<file path="config.mk">
export PLATFORM = sky130hd
export DESIGN_NAME = conv_job_scheduler_flat
export DESIGN_NICKNAME = d
export VERILOG_FILES = /design/src/rtl/conv_job_scheduler_if.sv /design/src/rtl/conv_job_scheduler.sv /design/src/flat_wrapper.sv
export SDC_FILE = /design/constraint.sdc
export NUM_CORES = 1
export LEC_CHECK = 0
export ABC_AREA = 1
export BUFFER_PORTS_ARGS = -buffer_cell sky130_fd_sc_hd__buf_2
export CAP_MARGIN = 25
export CORE_ASPECT_RATIO = 1.4
export CORE_MARGIN = 5
export CORE_UTILIZATION = 58
export CTS_CLUSTER_DIAMETER = 50
export DETAILED_ROUTE_END_ITERATION = 6
export GPL_TIMING_DRIVEN = 0
export PLACE_DENSITY_LB_ADDON = 0.05
export SLEW_MARGIN = 25
export SYNTH_ARGS = -nofsm -noshare
export SYNTH_HDL_FRONTEND = slang
export SYNTH_SLANG_ARGS = --single-unit
</file>
<file path="constraint.sdc">
create_clock -name clk -period 2.78 [get_ports clk]
set_input_delay 0.278 -clock clk [delete_from_list [all_inputs] [get_ports clk]]
set_output_delay 0.278 -clock clk [all_outputs]
set_load 0.01 [all_outputs]
</file>
<file path="src/rtl/conv_job_scheduler_if.sv">
// Host-side job/completion bus of the convolution job scheduler.
// The host offers jobs (valid/ready) and receives one completion record per job.
interface conv_job_scheduler_if #(
    parameter int SIZE_WIDTH = 5,
    parameter int ID_WIDTH   = 4
);
    logic                  job_valid;
    logic                  job_ready;
    logic [SIZE_WIDTH-1:0] job_size;
    logic [ID_WIDTH-1:0]   job_id;
    logic                  cmp_valid;
    logic [ID_WIDTH-1:0]   cmp_id;
    logic [1:0]            cmp_status;

    // Host side: issues jobs, consumes completions.
    modport master (
        output job_valid, job_size, job_id,
        input  job_ready, cmp_valid, cmp_id, cmp_status
    );

    // Scheduler side: accepts jobs, produces completions.
    modport slave (
        input  job_valid, job_size, job_id,
        output job_ready, cmp_valid, cmp_id, cmp_status
    );
endinterface

</file>
<file path="src/rtl/conv_job_scheduler.sv">
// Convolution job scheduler: queues host jobs, launches them on the coprocessor
// one at a time, watches for stalls and reports one completion record per job.
module conv_job_scheduler #(
    parameter int SIZE_WIDTH  = 5,
    parameter int ID_WIDTH    = 4,
    parameter int FIFO_DEPTH  = 4,
    parameter int MAX_SIZE    = 31,
    parameter int ACK_TIMEOUT = 16,
    parameter int RUN_TIMEOUT = 4096,
    parameter int RST_CYCLES  = 4
) (
    input  logic                  clk,
    input  logic                  rst,
    conv_job_scheduler_if.slave   host,
    output logic                  cp_start,
    output logic [SIZE_WIDTH-1:0] cp_size,
    input  logic                  cp_busy,
    input  logic                  cp_done,
    output logic                  cp_rstn,
    output logic                  sched_busy,
    output logic [15:0]           jobs_ok,
    output logic [7:0]            jobs_err
);
    localparam int PTR_W   = $clog2(FIFO_DEPTH);
    localparam int CNT_W   = PTR_W + 1;
    localparam int ENTRY_W = SIZE_WIDTH + ID_WIDTH;
    localparam int TMR_MAX = (RUN_TIMEOUT > ACK_TIMEOUT) ? RUN_TIMEOUT : ACK_TIMEOUT;
    localparam int TMR_W   = $clog2(TMR_MAX + 1);
    localparam int RCNT_W  = $clog2(RST_CYCLES + 1);

    localparam logic [TMR_W-1:0]    ACK_LIMIT  = TMR_W'(ACK_TIMEOUT - 1);
    localparam logic [TMR_W-1:0]    RUN_LIMIT  = TMR_W'(RUN_TIMEOUT - 1);
    localparam logic [RCNT_W-1:0]   RST_LIMIT  = RCNT_W'(RST_CYCLES - 1);
    localparam logic [CNT_W-1:0]    FULL_COUNT = CNT_W'(FIFO_DEPTH);
    localparam logic [SIZE_WIDTH:0] SIZE_MAX   = (SIZE_WIDTH + 1)'(MAX_SIZE);

    localparam logic [1:0] ST_OK      = 2'b00;
    localparam logic [1:0] ST_TIMEOUT = 2'b01;
    localparam logic [1:0] ST_SIZE    = 2'b10;

    typedef enum logic [2:0] {IDLE, LAUNCH, RUN, GAP, RECOVER} stateType;

    stateType stateReg, stateNext;

    // Job queue: small register file so the head entry is visible in the pop cycle.
    logic [ENTRY_W-1:0] fifoMem [FIFO_DEPTH];
    logic [PTR_W-1:0]   wrPtrReg, rdPtrReg;
    logic [CNT_W-1:0]   countReg, countNext;
    logic               jobReadyReg;
    logic               push, pop;

    logic [SIZE_WIDTH-1:0] headSize;
    logic [ID_WIDTH-1:0]   headId;
    logic                  sizeLegal;

    logic [TMR_W-1:0]      timerReg, timerNext;
    logic [RCNT_W-1:0]     rstCntReg, rstCntNext;
    logic                  cpStartReg, cpStartNext;
    logic [SIZE_WIDTH-1:0] cpSizeReg, cpSizeNext;
    logic                  cpRstnReg, cpRstnNext;
    logic [ID_WIDTH-1:0]   curIdReg, curIdNext;
    logic                  cmpValidReg, cmpValidNext;
    logic [ID_WIDTH-1:0]   cmpIdReg, cmpIdNext;
    logic [1:0]            cmpStatusReg, cmpStatusNext;
    logic                  schedBusyReg;
    logic [15:0]           jobsOkReg;
    logic [7:0]            jobsErrReg;
    logic                  okInc, errInc;

    // Ready is registered, so a push can never land on a full queue.
    assign push      = host.job_valid & jobReadyReg;
    assign headSize  = fifoMem[rdPtrReg][ENTRY_W-1:ID_WIDTH];
    assign headId    = fifoMem[rdPtrReg][ID_WIDTH-1:0];
    assign sizeLegal = (headSize != '0) && ({1'b0, headSize} <= SIZE_MAX);

    // Queue storage write; contents need no reset because occupancy is tracked separately.
    always_ff @(posedge clk) begin
        if (push) begin
            fifoMem[wrPtrReg] <= {host.job_size, host.job_id};
        end
    end

    // Occupancy after this cycle's push/pop.
    always_comb begin
        countNext = countReg;
        if (push && !pop) begin
            countNext = countReg + 1'b1;
        end else if (!push && pop) begin
            countNext = countReg - 1'b1;
        end
    end

    // Queue pointers, occupancy and registered ready flag.
    always_ff @(posedge clk or posedge rst) begin
        if (rst) begin
            wrPtrReg    <= '0;
            rdPtrReg    <= '0;
            countReg    <= '0;
            jobReadyReg <= 1'b1;
        end else begin
            if (push) wrPtrReg <= wrPtrReg + 1'b1;
            if (pop)  rdPtrReg <= rdPtrReg + 1'b1;
            countReg    <= countNext;
            jobReadyReg <= (countNext != FULL_COUNT);
        end
    end

    // Next state and next value of every registered output.
    always_comb begin
        stateNext     = stateReg;
        timerNext     = '0;
        rstCntNext    = rstCntReg;
        cpStartNext   = 1'b0;
        cpSizeNext    = cpSizeReg;
        cpRstnNext    = 1'b1;
        curIdNext     = curIdReg;
        cmpValidNext  = 1'b0;
        cmpIdNext     = cmpIdReg;
        cmpStatusNext = cmpStatusReg;
        pop           = 1'b0;
        okInc         = 1'b0;
        errInc        = 1'b0;
        case (stateReg)
            IDLE: begin
                if (countReg != '0) begin
                    pop = 1'b1;
                    if (sizeLegal) begin
                        stateNext   = LAUNCH;
                        cpStartNext = 1'b1;
                        cpSizeNext  = headSize;
                        curIdNext   = headId;
                    end else begin
                        // Illegal size never reaches the coprocessor.
                        cmpValidNext  = 1'b1;
                        cmpIdNext     = headId;
                        cmpStatusNext = ST_SIZE;
                        errInc        = 1'b1;
                    end
                end
            end
            LAUNCH: begin
                cpStartNext = 1'b1;
                if (cp_busy) begin
                    cpStartNext = 1'b0;
                    if (cp_done) begin
                        // Very short job: acknowledged and finished in one cycle.
                        stateNext     = GAP;
                        cmpValidNext  = 1'b1;
                        cmpIdNext     = curIdReg;
                        cmpStatusNext = ST_OK;
                        okInc         = 1'b1;
                    end else begin
                        stateNext = RUN;
                    end
                end else if (timerReg == ACK_LIMIT) begin
                    cpStartNext   = 1'b0;
                    stateNext     = RECOVER;
                    cpRstnNext    = 1'b0;
                    rstCntNext    = '0;
                    cmpValidNext  = 1'b1;
                    cmpIdNext     = curIdReg;
                    cmpStatusNext = ST_TIMEOUT;
                    errInc        = 1'b1;
                end else begin
                    timerNext = timerReg + 1'b1;
                end
            end
            RUN: begin
                if (cp_done) begin
                    stateNext     = GAP;
                    cmpValidNext  = 1'b1;
                    cmpIdNext     = curIdReg;
                    cmpStatusNext = ST_OK;
                    okInc         = 1'b1;
                end else if (timerReg == RUN_LIMIT) begin
                    stateNext     = RECOVER;
                    cpRstnNext    = 1'b0;
                    rstCntNext    = '0;
                    cmpValidNext  = 1'b1;
                    cmpIdNext     = curIdReg;
                    cmpStatusNext = ST_TIMEOUT;
                    errInc        = 1'b1;
                end else begin
                    timerNext = timerReg + 1'b1;
                end
            end
            GAP: begin
                // Start stays low here, so consecutive jobs always see a low gap.
                if (!cp_busy) begin
                    stateNext = IDLE;
                end
            end
            RECOVER: begin
                cpRstnNext = 1'b0;
                if (rstCntReg == RST_LIMIT) begin
                    cpRstnNext = 1'b1;
                    stateNext  = IDLE;
                end else begin
                    rstCntNext = rstCntReg + 1'b1;
                end
            end
            default: begin
                stateNext = IDLE;
            end
        endcase
    end

    // State register and registered outputs.
    always_ff @(posedge clk or posedge rst) begin
        if (rst) begin
            stateReg     <= IDLE;
            timerReg     <= '0;
            rstCntReg    <= '0;
            cpStartReg   <= 1'b0;
            cpSizeReg    <= '0;
            cpRstnReg    <= 1'b0;
            curIdReg     <= '0;
            cmpValidReg  <= 1'b0;
            cmpIdReg     <= '0;
            cmpStatusReg <= '0;
            schedBusyReg <= 1'b0;
        end else begin
            stateReg     <= stateNext;
            timerReg     <= timerNext;
            rstCntReg    <= rstCntNext;
            cpStartReg   <= cpStartNext;
            cpSizeReg    <= cpSizeNext;
            cpRstnReg    <= cpRstnNext;
            curIdReg     <= curIdNext;
            cmpValidReg  <= cmpValidNext;
            cmpIdReg     <= cmpIdNext;
            cmpStatusReg <= cmpStatusNext;
            schedBusyReg <= (stateNext != IDLE) || (countNext != '0);
        end
    end

    // Completion counters: ok wraps, errors saturate.
    always_ff @(posedge clk or posedge rst) begin
        if (rst) begin
            jobsOkReg  <= '0;
            jobsErrReg <= '0;
        end else begin
            if (okInc) jobsOkReg <= jobsOkReg + 1'b1;
            if (errInc && (jobsErrReg != 8'hFF)) jobsErrReg <= jobsErrReg + 1'b1;
        end
    end

    assign host.job_ready  = jobReadyReg;
    assign host.cmp_valid  = cmpValidReg;
    assign host.cmp_id     = cmpIdReg;
    assign host.cmp_status = cmpStatusReg;
    assign cp_start        = cpStartReg;
    assign cp_size         = cpSizeReg;
    assign cp_rstn         = cpRstnReg;
    assign sched_busy      = schedBusyReg;
    assign jobs_ok         = jobsOkReg;
    assign jobs_err        = jobsErrReg;
endmodule
</file>
<file path="src/flat_wrapper.sv">
// flat-port wrapper written by rule: the top's interface ports become plain ports
module conv_job_scheduler_flat 
#(
    parameter int SIZE_WIDTH  = 5,
    parameter int ID_WIDTH    = 4,
    parameter int FIFO_DEPTH  = 4,
    parameter int MAX_SIZE    = 31,
    parameter int ACK_TIMEOUT = 16,
    parameter int RUN_TIMEOUT = 4096,
    parameter int RST_CYCLES  = 4
)
  (clk, rst, cp_start, cp_size, cp_busy, cp_done, cp_rstn, sched_busy, jobs_ok, jobs_err, host_job_valid, host_job_size, host_job_id, host_job_ready, host_cmp_valid, host_cmp_id, host_cmp_status);
  conv_job_scheduler_if #(.SIZE_WIDTH(SIZE_WIDTH), .ID_WIDTH(ID_WIDTH)) host_i ();
  input  logic clk;
  input  logic rst;
  output logic cp_start;
  output logic [SIZE_WIDTH-1:0] cp_size;
  input  logic cp_busy;
  input  logic cp_done;
  output logic cp_rstn;
  output logic sched_busy;
  output logic [15:0] jobs_ok;
  output logic [7:0] jobs_err;
  input wire logic [$bits(host_i.job_valid)-1:0] host_job_valid;
  input wire logic [$bits(host_i.job_size)-1:0] host_job_size;
  input wire logic [$bits(host_i.job_id)-1:0] host_job_id;
  output wire logic [$bits(host_i.job_ready)-1:0] host_job_ready;
  output wire logic [$bits(host_i.cmp_valid)-1:0] host_cmp_valid;
  output wire logic [$bits(host_i.cmp_id)-1:0] host_cmp_id;
  output wire logic [$bits(host_i.cmp_status)-1:0] host_cmp_status;
  assign host_i.job_valid = host_job_valid;
  assign host_i.job_size = host_job_size;
  assign host_i.job_id = host_job_id;
  assign host_job_ready = host_i.job_ready;
  assign host_cmp_valid = host_i.cmp_valid;
  assign host_cmp_id = host_i.cmp_id;
  assign host_cmp_status = host_i.cmp_status;
  conv_job_scheduler #(.SIZE_WIDTH(SIZE_WIDTH), .ID_WIDTH(ID_WIDTH), .FIFO_DEPTH(FIFO_DEPTH), .MAX_SIZE(MAX_SIZE), .ACK_TIMEOUT(ACK_TIMEOUT), .RUN_TIMEOUT(RUN_TIMEOUT), .RST_CYCLES(RST_CYCLES)) u_core (.clk(clk), .rst(rst), .host(host_i), .cp_start(cp_start), .cp_size(cp_size), .cp_busy(cp_busy), .cp_done(cp_done), .cp_rstn(cp_rstn), .sched_busy(sched_busy), .jobs_ok(jobs_ok), .jobs_err(jobs_err));
endmodule
</file>
==> results of run 1 <==
[power by group through the flow]
| stage | registers (mW) | logic [mW] | clock network, mW |
|---|---|---|---|
| 3_5_place_dp | 2.25 | 1.90 | 0 |
| 4_1_cts | 2.23 | 1.90 | 1.34 |
| 2_1_floorplan | 2.27 | 1.32 | 0 |
| 3_3_place_gp | 2.24 | 1.84 | 0 |
| 5_1_grt | 2.26 | 2.15 | 1.42 |
| 6_report | 2.22 | 1.88 | 1.32 |
[through the flow]
stage / total power, mW / cell area (sq um) / util [%] / setup slack (ns)
floorplan: 3.59 / 4970 / - / 0.735
global placement: 4.08 / 5370 / 63.4 / -0.116
detailed placement: 4.15 / 5400 / 63.8 / 0.862
CTS: 5.47 / 5720 / 67.6 / 0.855
global route: 5.82 / 5720 / 67.6 / 0.655
finish: 5.42 / 5720 / 67.6 / 0.867
[per-layer routing]
| layer | routed length, um | vias up | track usage [%] |
|---|---|---|---|
| met2 | 5130 | 49 | 34.4 |
| met5 | 0 | - | 0 |
| met1 | 3790 | 1683 | 22.4 |
| li1 | - | 1805 | - |
| met3 | 331 | 17 | 3.71 |
| met4 | 186 | 0 | 7.37 |
[worst paths after layout]
path	end	depth (start not counted)	slack (ns)	start
setup / recovery	u_core.timerReg[11]	11	0.87	u_core.timerReg[0]
hold / removal	u_core.fifoMem[2][5]	1	0.15	host_job_size[1]
setup reg to reg	u_core.timerReg[11]	11	0.87	u_core.timerReg[0]
hold reg to reg	u_core.host.cmp_id[3]	2	0.47	u_core.host.cmp_id[3]
max in group asynchronous	u_core.host.job_ready	4	1.74	rst
min in group asynchronous	u_core.jobs_err[3]	3	0.46	rst
[final cells by class]
class	count	area (sq um)
plain buffers	7	56.3
clock buffers	10	229
clock inverters	6	81.3
fillers	677	2740
inverters	64	245
multi-input cells	343	1840
flip-flops and latches	106	2830
well taps	105	131
repair buffers	55	303
[cells by family after synthesis]
group	Yosys count
and+or+nand+nor	260
buffers and inverters	71
adders and majority gates	12
AOI/OAI and AO/OA	42
DFF	106
xor gates and xnor gates	29
[registers in the layout (all words and copies together), names as in the netlist, 4 cells and up]
name	count
u_core.fifoMem	36
u_core.host.cmp_id	4
u_core.curIdReg	4
u_core.jobs_err	8
u_core.timerReg	13
u_core.cp_size	5
u_core.jobs_ok	16
[synthesized netlist by cell type]
master and number:
nor3_2 2, o21ai_2 2, nor3b_1 2, nor2_2 2
nor3_1 8, nand4_1 8, nand3b_2 1, xnor2_1 10
nand3_1 37, buf_6 3, nor2_4 3, nand4_4 1
buf_4 1, ha_1 12, nand2_2 9, buf_2 3
inv_1 58, a21oi_1 5, o21ai_0 31, nor2_1 48
inv_4 1, xor2_1 19, dfstp_2 1, o22ai_1 4
nor3_4 1, edfxtp_1 36, inv_2 5, nand2_4 5
dfrtp_1 69, nand2_1 131, nand3_2 2
[layout by cell type (no fill, tap or decap), types with 2 or more instances in the layout]
cell type    n
nand3_2      2
o22ai_1      4
buf_2       56
nor2_1      48
clkinv_1     2
a21oi_1      5
nand2_4      5
inv_2        5
dfrtp_1     69
o21ai_2      2
nor2_4       3
nand2_2      9
bufinv_16    2
nand4_1      8
nor3b_1      2
inv_1       57
clkbuf_16    9
nor3_2       2
inv_4        2
xor2_1      19
edfxtp_1    36
ha_1        12
nor2_2       2
nand2_1    131
nand3_1     37
nor3_1       8
buf_6        3
xnor2_1     10
o21ai_0     31
[worst max-delay path, delay by kind of cell (launching register included)]
kind	cells	cell delay, ns
adder cells (fa/ha/maj)	1	0.19
buffers and inverters	2	0.33
flip-flops	1	0.38
AO/OA/AOI/OAI	1	0.08
AND/OR/NAND/NOR	7	0.81
==> flow_metrics.env, run 1 <==
export IMPL_grt_pass1_vias=3540
export IMPL_synth_top_area_cell="dfrtp_1"
export IMPL_synthMuxAreaShare_pct=0
export IMPL_ant_nets=0
export IMPL_nets=612
export IMPL_grt_max_degree=47
export IMPL_max_freq_ghz=0.523
export IMPL_hold_viol=0
export IMPL_cts_root_buf="clkbuf_16"
export IMPL_hold_class="in2reg"
export IMPL_synth_compound_area_share_pct=4.48
export IMPL_pwr_share_comb_pct=34.6
export IMPL_cts_tree="built"
export IMPL_htree_levels=3
export IMPL_cts_buffers=9
export IMPL_p_seq_share_pct=41.0
export IMPL_die_w_um=88.2
export IMPL_worstPathCellList="ha_1, nand2_1, nor2_2, nand2_2, nor2_1, nand2_1, nand2_2, o21ai_0, inv_1, buf_4, nor2_1"
export IMPL_antenna_diode_count=0
export IMPL_synth_fa_ha_area_share_pct=3.02
export IMPL_area_growth_pct=15.0
export IMPL_timing_max_cap_violations=0
export IMPL_finalCritPeriodShare_pct=68.8
export IMPL_postCtsSetupRepairBufs=0
export IMPL_required_ns=3.01
export IMPL_drc=0
export IMPL_synth_area_sq_um=4970
export IMPL_leakage_nw=2.80
export IMPL_cp_max_fo=10
export IMPL_p_int_mw=3.44
export IMPL_grt_usage_pct=19.3
export IMPL_clock_sinks=106
export IMPL_synth_simple_area_share_pct=24.3
export IMPL_hold_ws_ns=0.146
export IMPL_ios=54
export IMPL_synth_top_cell_area_share_pct=34.7
export IMPL_hold_buffers=1
export IMPL_timing_final_max_slew_violations=0
export IMPL_design_core_area_sq_um=8460
export IMPL_insertion_delay_ns=0.34
export IMPL_dieArea_sq_um=10500
export IMPL_clkPwrFrac_pct=24.3
export IMPL_via_count=3554
export IMPL_rows=40
export IMPL_sw_frac_of_total_pct=36.5
export IMPL_ys_ff_latch=106
export IMPL_critPathMaxStageDelay_ns=0.38
export IMPL_finalSetupTns_ns=0
export IMPL_status="completed"
export IMPL_hpwlAfterDp_um=6870
export IMPL_syn_inst=520
export IMPL_ir_drop_uv=577
export IMPL_drt_iter0_drc=171
export IMPL_end_kind="flip-flop"
export IMPL_wire_per_inst_um=13.6
export IMPL_power_density_nw_per_um2=948
export IMPL_synth_top_cells_by_area="dfrtp_1 35%, edfxtp_1 22%, nand2_1 9.9%"
export IMPL_rsz0062_at_grt="false"
export IMPL_crit_type="reg2reg"
export IMPL_routed_wl_um=9440
export IMPL_clock_skew_ns=0.00645
export IMPL_critPathArrivalTime_ns=2.14
export IMPL_worstSetupStartpointType="flip-flop"
export IMPL_antenna_found_initial=0
export IMPL_synth_xor_area_share_pct=5.11
export IMPL_drive_above_1_share_pct=18.6
export IMPL_setup_viol=0
export IMPL_portBuffers=53
export IMPL_place_gp_congestion=0.853
export IMPL_dr_pass1_iters=4
export IMPL_seq_area_frac_synth_pct=57.0
export IMPL_dp_cells=679
export IMPL_cts_buffer_depth=2
export IMPL_synth_top_family_by_area="simple AND/OR/NAND/NOR gates"
export IMPL_viasPerCell=5.11
export IMPL_synth_cell_type_count=31
export IMPL_synth_nets=546
export IMPL_synth_area_per_cell_sq_um=9.56
export IMPL_die_height_um=120
export IMPL_ys_warn_count=0
export IMPL_instances_no_fill=696
export IMPL_overflow=0
export IMPL_initial_core_util_pct=58.8
export IMPL_clkSlewWorstSetupHoldPaths_ns=0.07
export IMPL_slew_headroom_pct=40.0
export IMPL_power_switching_mw=1.98
export IMPL_cts_resized=0
export IMPL_crit_slowest_cell="dfrtp_1"
export IMPL_min_period_ns=1.91
export IMPL_grt_pass1_wl_um=16000
export IMPL_tightestPinTransition_ns=0.896
No activity file was read; power rests on OpenSTA's default activity.
==> inputs of run 2 (changes only) <==
--- a/config.mk
+++ b/config.mk
@@ -5,7 +5,7 @@
 export SDC_FILE = /design/constraint.sdc
 export NUM_CORES = 1
 export LEC_CHECK = 0
-export ABC_AREA = 1
+export ABC_AREA = 0
 export BUFFER_PORTS_ARGS = -buffer_cell sky130_fd_sc_hd__buf_2
 export CAP_MARGIN = 25
 export CORE_ASPECT_RATIO = 1.4
==> constraint.sdc (replaced) <==
create_clock -name clk -period 1.9 [get_ports clk]
set_input_delay 0.19 -clock clk [delete_from_list [all_inputs] [get_ports clk]]
set_output_delay 0.19 -clock clk [all_outputs]
set_load 0.01 [all_outputs]
==> run 2 against run 1 <==
  * The run now ends with setup timing left
  * Critical path type unchanged
  * Fmax is 18% lower
  * Non-clock buffer count rose by 24
  * Global-route usage shrank 0.60 points
  * Power rose by 47%
  * Worst setup slack got worse by 1.3 ns
  * Synthesized cell count is 34% lower
  * Count of clock-buffer cells in the layout decreased by 1
  * Wire length is 7.6% lower
  * Largest cell class unchanged
  * Final area rose by 1.3%
==> flow_metrics.env, run 2 <==
export IMPL_status="finished with violations"
export IMPL_violations="setup timing"
export IMPL_synth_area_per_cell_sq_um=13.6
export IMPL_instances_no_fill=537
export IMPL_dp_cells=500
export IMPL_syn_inst=344
export IMPL_synth_top_cells_by_area="dfrtp_1 37%, edfxtp_1 23%, mux2_2 5.3%"
export IMPL_synth_common_cells="69 x dfrtp_1, 36 x edfxtp_1, 26 x nand2_1"
export IMPL_dieArea_sq_um=9980
export IMPL_p_total_mw=7.95
export IMPL_timing_max_cap_violations=0
export IMPL_cts_tree="built"
export IMPL_ant_nets=0
export IMPL_max_freq_ghz=0.431
export IMPL_synth_area_sq_um=4680
export IMPL_cts_buffer_depth=2
export IMPL_synth_top_cell_area_share_pct=36.9
export IMPL_place_gp_congestion=0.769
export IMPL_insertion_delay_ns=0.37
export IMPL_hold_class="in2reg"
export IMPL_synth_top_family_by_area="simple AND/OR/NAND/NOR gates"
export IMPL_finalCritPeriodShare_pct=122
export IMPL_drt_iter0_drc=120
export IMPL_setup_viol=30
export IMPL_tightestPinTransition_ns=0.708
export IMPL_worstSetupStartpointType="flip-flop"
export IMPL_fin_util_pct=74.3
export IMPL_leakage_nw=2.37
export IMPL_async_flop_share_pct=66.0
export IMPL_hold_viol=0
export IMPL_antenna_diode_count=0
export IMPL_synthMuxAreaShare_pct=9.63
export IMPL_ys_warn_count=0
export IMPL_grt_pass1_wl_um=14500
export IMPL_critPathMaxStageDelay_ns=0.53
export IMPL_grt_pass1_vias=3058
export IMPL_min_period_ns=2.32
export IMPL_nets=458
export IMPL_die_height_um=116
export IMPL_pre_cts_ws_ns=-0.754
export IMPL_synth_top_area_cell="dfrtp_1"
export IMPL_grt_max_degree=21
export IMPL_cp_max_fo=6
export IMPL_dr_pass1_iters=4
export IMPL_ir_drop_uv=923
export IMPL_final_fill_count=523
export IMPL_synth_compound_area_share_pct=5.35
export IMPL_overflow=0
export IMPL_initial_core_util_pct=60.0
export IMPL_layout_common_cells="66 x dfrtp_1, 53 x buf_2, 36 x edfxtp_1"
export IMPL_ios=54
export IMPL_grt_usage_pct=18.7
export IMPL_worstPathCellList="buf_4, mux4_2, nor3_4, a31oi_4, nor3b_4, buf_6, mux2_4"
export IMPL_drc=0
export IMPL_synth_xor_area_share_pct=7.12
export IMPL_design_core_area_sq_um=7800
export IMPL_via_count=2916
export IMPL_synthFlopType="dfrtp_1"
export IMPL_cts_buffers=9
export IMPL_wire_per_inst_um=16.2
export IMPL_antenna_found_initial=0
export IMPL_synth_nets=370
export IMPL_routed_wl_um=8720
export IMPL_cts_root_buf="clkbuf_8"
export IMPL_clock_skew_ns=0.0115
export IMPL_required_ns=2.17
export IMPL_seq_area_frac_synth_pct=60.6
export IMPL_hpwlAfterDp_um=6070
export IMPL_clkSlewWorstSetupHoldPaths_ns=0.10
export IMPL_largest_register_ffs=36
export IMPL_regMostFlops="u_core.fifoMem"
export IMPL_crit_type="reg2reg"
export IMPL_crit_slowest_cell="mux4_2"
export IMPL_rows=38
export IMPL_synth_cell_type_count=47
export IMPL_htree_levels=3
export IMPL_synth_fa_ha_area_share_pct=3.21
export IMPL_synth_simple_area_share_pct=12.2
export IMPL_yosysMostFrequentCell="dfrtp_1"
export IMPL_portBuffers=53
export IMPL_synth_edf_count=36
export IMPL_layout_setup_ws_ns=-0.420
export IMPL_rsz0062_at_grt="true"
export IMPL_viasPerCell=5.43
export IMPL_timing_final_max_slew_violations=0
export IMPL_die_w_um=85.9
export IMPL_clock_sinks=106
export IMPL_ys_ff_latch=106
export IMPL_end_kind="flip-flop"
export IMPL_final_common_cell="dfrtp_1"
export IMPL_critPathArrivalTime_ns=2.59
export IMPL_area_growth_pct=23.9
export IMPL_drive_above_1_share_pct=39.4
export IMPL_power_density_nw_per_um2=1370
export IMPL_slew_headroom_pct=52.8
## run 2: what timing repair did
action | in CTS | in global routing
endpoints found under the hold margin | 13 | 0
hold buffers | 1 | 0
buffers inserted | 12 | 12
pin swaps | 8 | 8
endpoints found under the setup margin | 54 | 50
gates resized for setup | 27 | 22
## run 2: critical path: cells and delay by family, from the launching register on
family	cells	cell delay [ns]
muxes	2	0.83
and+or+nand+nor	2	0.54
DFF	1	0.41
buffers and inverters	2	0.30
AOI/OAI and AO/OA	1	0.14
## run 2: cell families after synthesis
family          Yosys count
buf+inv                  21
mux                      31
fa+ha+maj                12
xor+xnor                 38
simple gates            102
compound gates           34
flops                   106
## run 2: worst paths after layout
check	slack, ns	endpoint	start	cells after the start
worst min register to register	0.47	u_core.jobs_ok[15]	u_core.jobs_ok[15]	1
worst max-delay path	-0.42	u_core.host.cmp_id[0]	u_core.rdPtrReg[0]	7
worst min-delay path	0.02	u_core.fifoMem[0][2]	host_job_id[2]	1
max in group asynchronous	0.93	u_core.rdPtrReg[1]	rst	5
min in group asynchronous	0.35	u_core.jobs_ok[0]	rst	3
worst max register to register	-0.42	u_core.host.cmp_id[0]	u_core.rdPtrReg[0]	7
## run 2: final cells by class
| class | count | area (sq um) | area share (%) |
|---|---|---|---|
| sequential | 106 | 2840 | 49.0 |
| multi-input combinational | 217 | 2000 | 34.6 |
| timing repair buffer | 81 | 546 | 9.42 |
| tap | 100 | 125 | 2.16 |
| clock buffer | 9 | 124 | 2.14 |
| clock inverter | 7 | 53.8 | 0.929 |
| buffer | 5 | 53.8 | 0.929 |
| inverter | 12 | 48.8 | 0.842 |
## run 2: metrics by stage
| stage | cell area (sq um) | TNS [ns] | hold WS [ns] |
|---|---|---|---|
| after global routing | 5790 | -12.07 | 0.0146 |
| final | 5790 | -9.51 | 0.0236 |
| after floorplan | 4780 | -4.33 | 0.289 |
| after detailed placement | 5250 | -19.20 | 0.210 |
| after CTS | 5600 | -7.91 | 0.0114 |
| after global placement | 5170 | -17.55 | 0.400 |
## run 2: metal layers
metal  vias to the layer above  GRT usage [%]  wire, um
met5                         -              0         0
met4                         0           8.55       189
met3                        12           3.11       301
met2                        47           33.0      4710
met1                      1440           22.3      3520
li1                       1417              -         -
## run 2: where the power goes
part	total, mW	internal, mW	switching, mW
logic	3.34	1.75	1.59
clock network	1.27	0.485	0.782
registers	3.34	2.93	0.408
total	7.95	5.17	2.78
==> inputs of run 3 (changes only) <==
--- a/config.mk
+++ b/config.mk
@@ -10,7 +10,7 @@
 export CAP_MARGIN = 25
 export CORE_ASPECT_RATIO = 1.4
 export CORE_MARGIN = 5
-export CORE_UTILIZATION = 58
+export CORE_UTILIZATION = 60
 export CTS_CLUSTER_DIAMETER = 50
 export DETAILED_ROUTE_END_ITERATION = 6
 export GPL_TIMING_DRIVEN = 0
==> constraint.sdc (replaced) <==
create_clock -name clk -period 2.8 [get_ports clk]
set_input_delay 0.28 -clock clk [delete_from_list [all_inputs] [get_ports clk]]
set_output_delay 0.28 -clock clk [all_outputs]
set_load 0.01 [all_outputs]
==> run 3 against run 2 <==
  * The flow now finishes without violations
  * Final cell count fell by 4.3%
  * Clock skew rose by 0.0029 ns
  * Non-clock buffer count fell by 23
  * First-iteration DRC count rose by 15%
  * Largest cell class unchanged
==> flow_metrics.env, run 3 (same netlist as run 2, synthesis figures left out) <==
export IMPL_status="completed"
export IMPL_largest_register_ffs=36
export IMPL_initial_core_util_pct=60.7
export IMPL_required_ns=3.06
export IMPL_overflow=0
export IMPL_max_freq_ghz=0.385
export IMPL_cts_buffer_depth=2
export IMPL_drive_above_1_share_pct=27.5
export IMPL_min_period_ns=2.60
export IMPL_power_density_nw_per_um2=921
export IMPL_ir_drop_uv=533
export IMPL_top_usage_layer="met2"
export IMPL_worstSetupStartpointType="flip-flop"
export IMPL_die_height_um=114
export IMPL_ff2ff_path_depth=6
export IMPL_cp_max_fo=7
export IMPL_layout_common_cells="69 x dfrtp_1, 55 x buf_2, 36 x edfxtp_1"
export IMPL_antenna_found_initial=0
export IMPL_insertion_delay_ns=0.37
export IMPL_regMostFlops="u_core.fifoMem"
export IMPL_clock_sinks=106
export IMPL_hold_ws_ns=0.119
export IMPL_rows=38
export IMPL_htree_levels=3
export IMPL_routed_wl_um=8120
export IMPL_dieArea_sq_um=9680
export IMPL_grt_pass1_wl_um=13900
export IMPL_crit_slowest_cell="a22oi_1"
export IMPL_portBuffers=53
export IMPL_grt_max_degree=51
export IMPL_nets=435
export IMPL_rsz0062_at_grt="false"
export IMPL_design_core_area_sq_um=7700
export IMPL_slew_headroom_pct=64.5
export IMPL_postCtsSetupRepairBufs=0
export IMPL_viasPerCell=5.56
export IMPL_drt_iter0_drc=138
export IMPL_dr_pass1_iters=4
export IMPL_tightestPinTransition_ns=0.529
export IMPL_grt_util_met3_pct=4.32
export IMPL_timing_final_max_slew_violations=0
export IMPL_critPathArrivalTime_ns=2.86
export IMPL_cts_root_buf="clkbuf_8"
export IMPL_hpwlAfterDp_um=5950
export IMPL_end_kind="flip-flop"
export IMPL_hold_class="in2reg"
export IMPL_die_w_um=84.6
export IMPL_setup_viol=0
export IMPL_hold_viol=0
export IMPL_grtUsageMet2_pct=33.7
export IMPL_worstPathCellList="ha_1, and4_1, nand4b_1, a22oi_1, nor3b_4, mux2_2"
export IMPL_grt_pass1_vias=2930
export IMPL_finalCritPeriodShare_pct=92.8
export IMPL_clock_skew_ns=0.0144
export IMPL_ant_nets=0
export IMPL_cts_resized=0
export IMPL_dp_cells=498
export IMPL_leakage_nw=2.20
export IMPL_antenna_diode_count=0
export IMPL_critPathMaxStageDelay_ns=0.51
export IMPL_crit_buf_inv=0
export IMPL_instances_no_fill=514
export IMPL_final_fill_count=588
export IMPL_final_common_cell="dfrtp_1"
export IMPL_multi_input_area_sq_um=1750
export IMPL_area_growth_pct=13.5
export IMPL_cp_top_family="simple AND/OR/NAND/NOR gates"
export IMPL_whs_path_depth=1
export IMPL_via_count=2859
export IMPL_drc=0
export IMPL_crit_type="reg2reg"
export IMPL_cts_tree="built"
export IMPL_regArea_sq_um=2830
export IMPL_grt_usage_pct=18.5
export IMPL_worst_path_stages=6
export IMPL_met1_usage_pct=21.0
export IMPL_clkSlewWorstSetupHoldPaths_ns=0.11
export IMPL_ios=54
export IMPL_wire_per_inst_um=15.8
export IMPL_cts_buffers=9
export IMPL_place_gp_congestion=0.820
export IMPL_timing_max_cap_violations=0
==> run 3: repair_timing <==
item	4_1_cts	5_1_grt
hold buffers	1	0
endpoints found under the setup margin	0	4
endpoints found under the hold margin	20	0
==> run 3: area by class of cell <==
class / count / share of cell area [%]
well taps: 100 / 2.36
plain buffers: 8 / 0.754
inverters: 12 / 0.896
repair buffers: 55 / 5.70
clock inverters: 7 / 1.56
flip-flops and latches: 106 / 53.4
multi-input cells: 217 / 33.0
clock buffers: 9 / 2.33
==> run 3: final timing paths <==
path	slack, ns	startpoint	to
worst min-delay path	0.12	host_job_id[2]	u_core.fifoMem[2][2]
max in group asynchronous	1.82	rst	u_core.host.job_ready
min in group asynchronous	0.41	rst	u_core.jobs_ok[8]
worst max register to register	0.20	u_core.timerReg[0]	u_core.host.cmp_id[3]
worst min register to register	0.48	u_core.jobs_ok[15]	u_core.jobs_ok[15]
worst max-delay path	0.20	u_core.timerReg[0]	u_core.host.cmp_id[3]
==> run 3: stage by stage <==
stage / util (%) / instance area, sq um / setup WS, ns / setup TNS (ns) / total power, mW
after global routing: 68.9 / 5310 / 0.0494 / 0 / 5.24
after floorplan: - / 4680 / 0.519 / 0 / 3.50
after detailed placement: 66.2 / 5100 / 0.111 / 0 / 4.01
final: 68.9 / 5310 / 0.202 / 0 / 4.89
after global placement: 65.8 / 5070 / -0.0841 / -5.69 / 3.95
after CTS: 69.0 / 5310 / 0.107 / 0 / 4.97
==> run 3: power by group <==
part / leakage, nW / switching, mW / internal (mW)
combinational: 0.895 / 0.880 / 0.822
sequential: 1.20 / 0.247 / 1.99
clock: 0.0998 / 0.528 / 0.428
total: 2.20 / 1.65 / 3.24
==> run 3: routing by layer <==
layer	vias up	part of all wire [%]
met5	-	0
met4	0	1.5
met3	11	4.2
met2	52	53
met1	1430	41
li1	1366	-
==> run 3: worst register-to-register path, delay by kind of cell, from the launching register on <==
| kind | cells | cell delay [ns] |
|---|---|---|
| AOI/OAI and AO/OA | 1 | 0.51 |
| and+or+nand+nor | 3 | 0.95 |
| adders and majority gates | 1 | 0.23 |
| DFF | 1 | 0.41 |
| muxes | 1 | 0.38 |
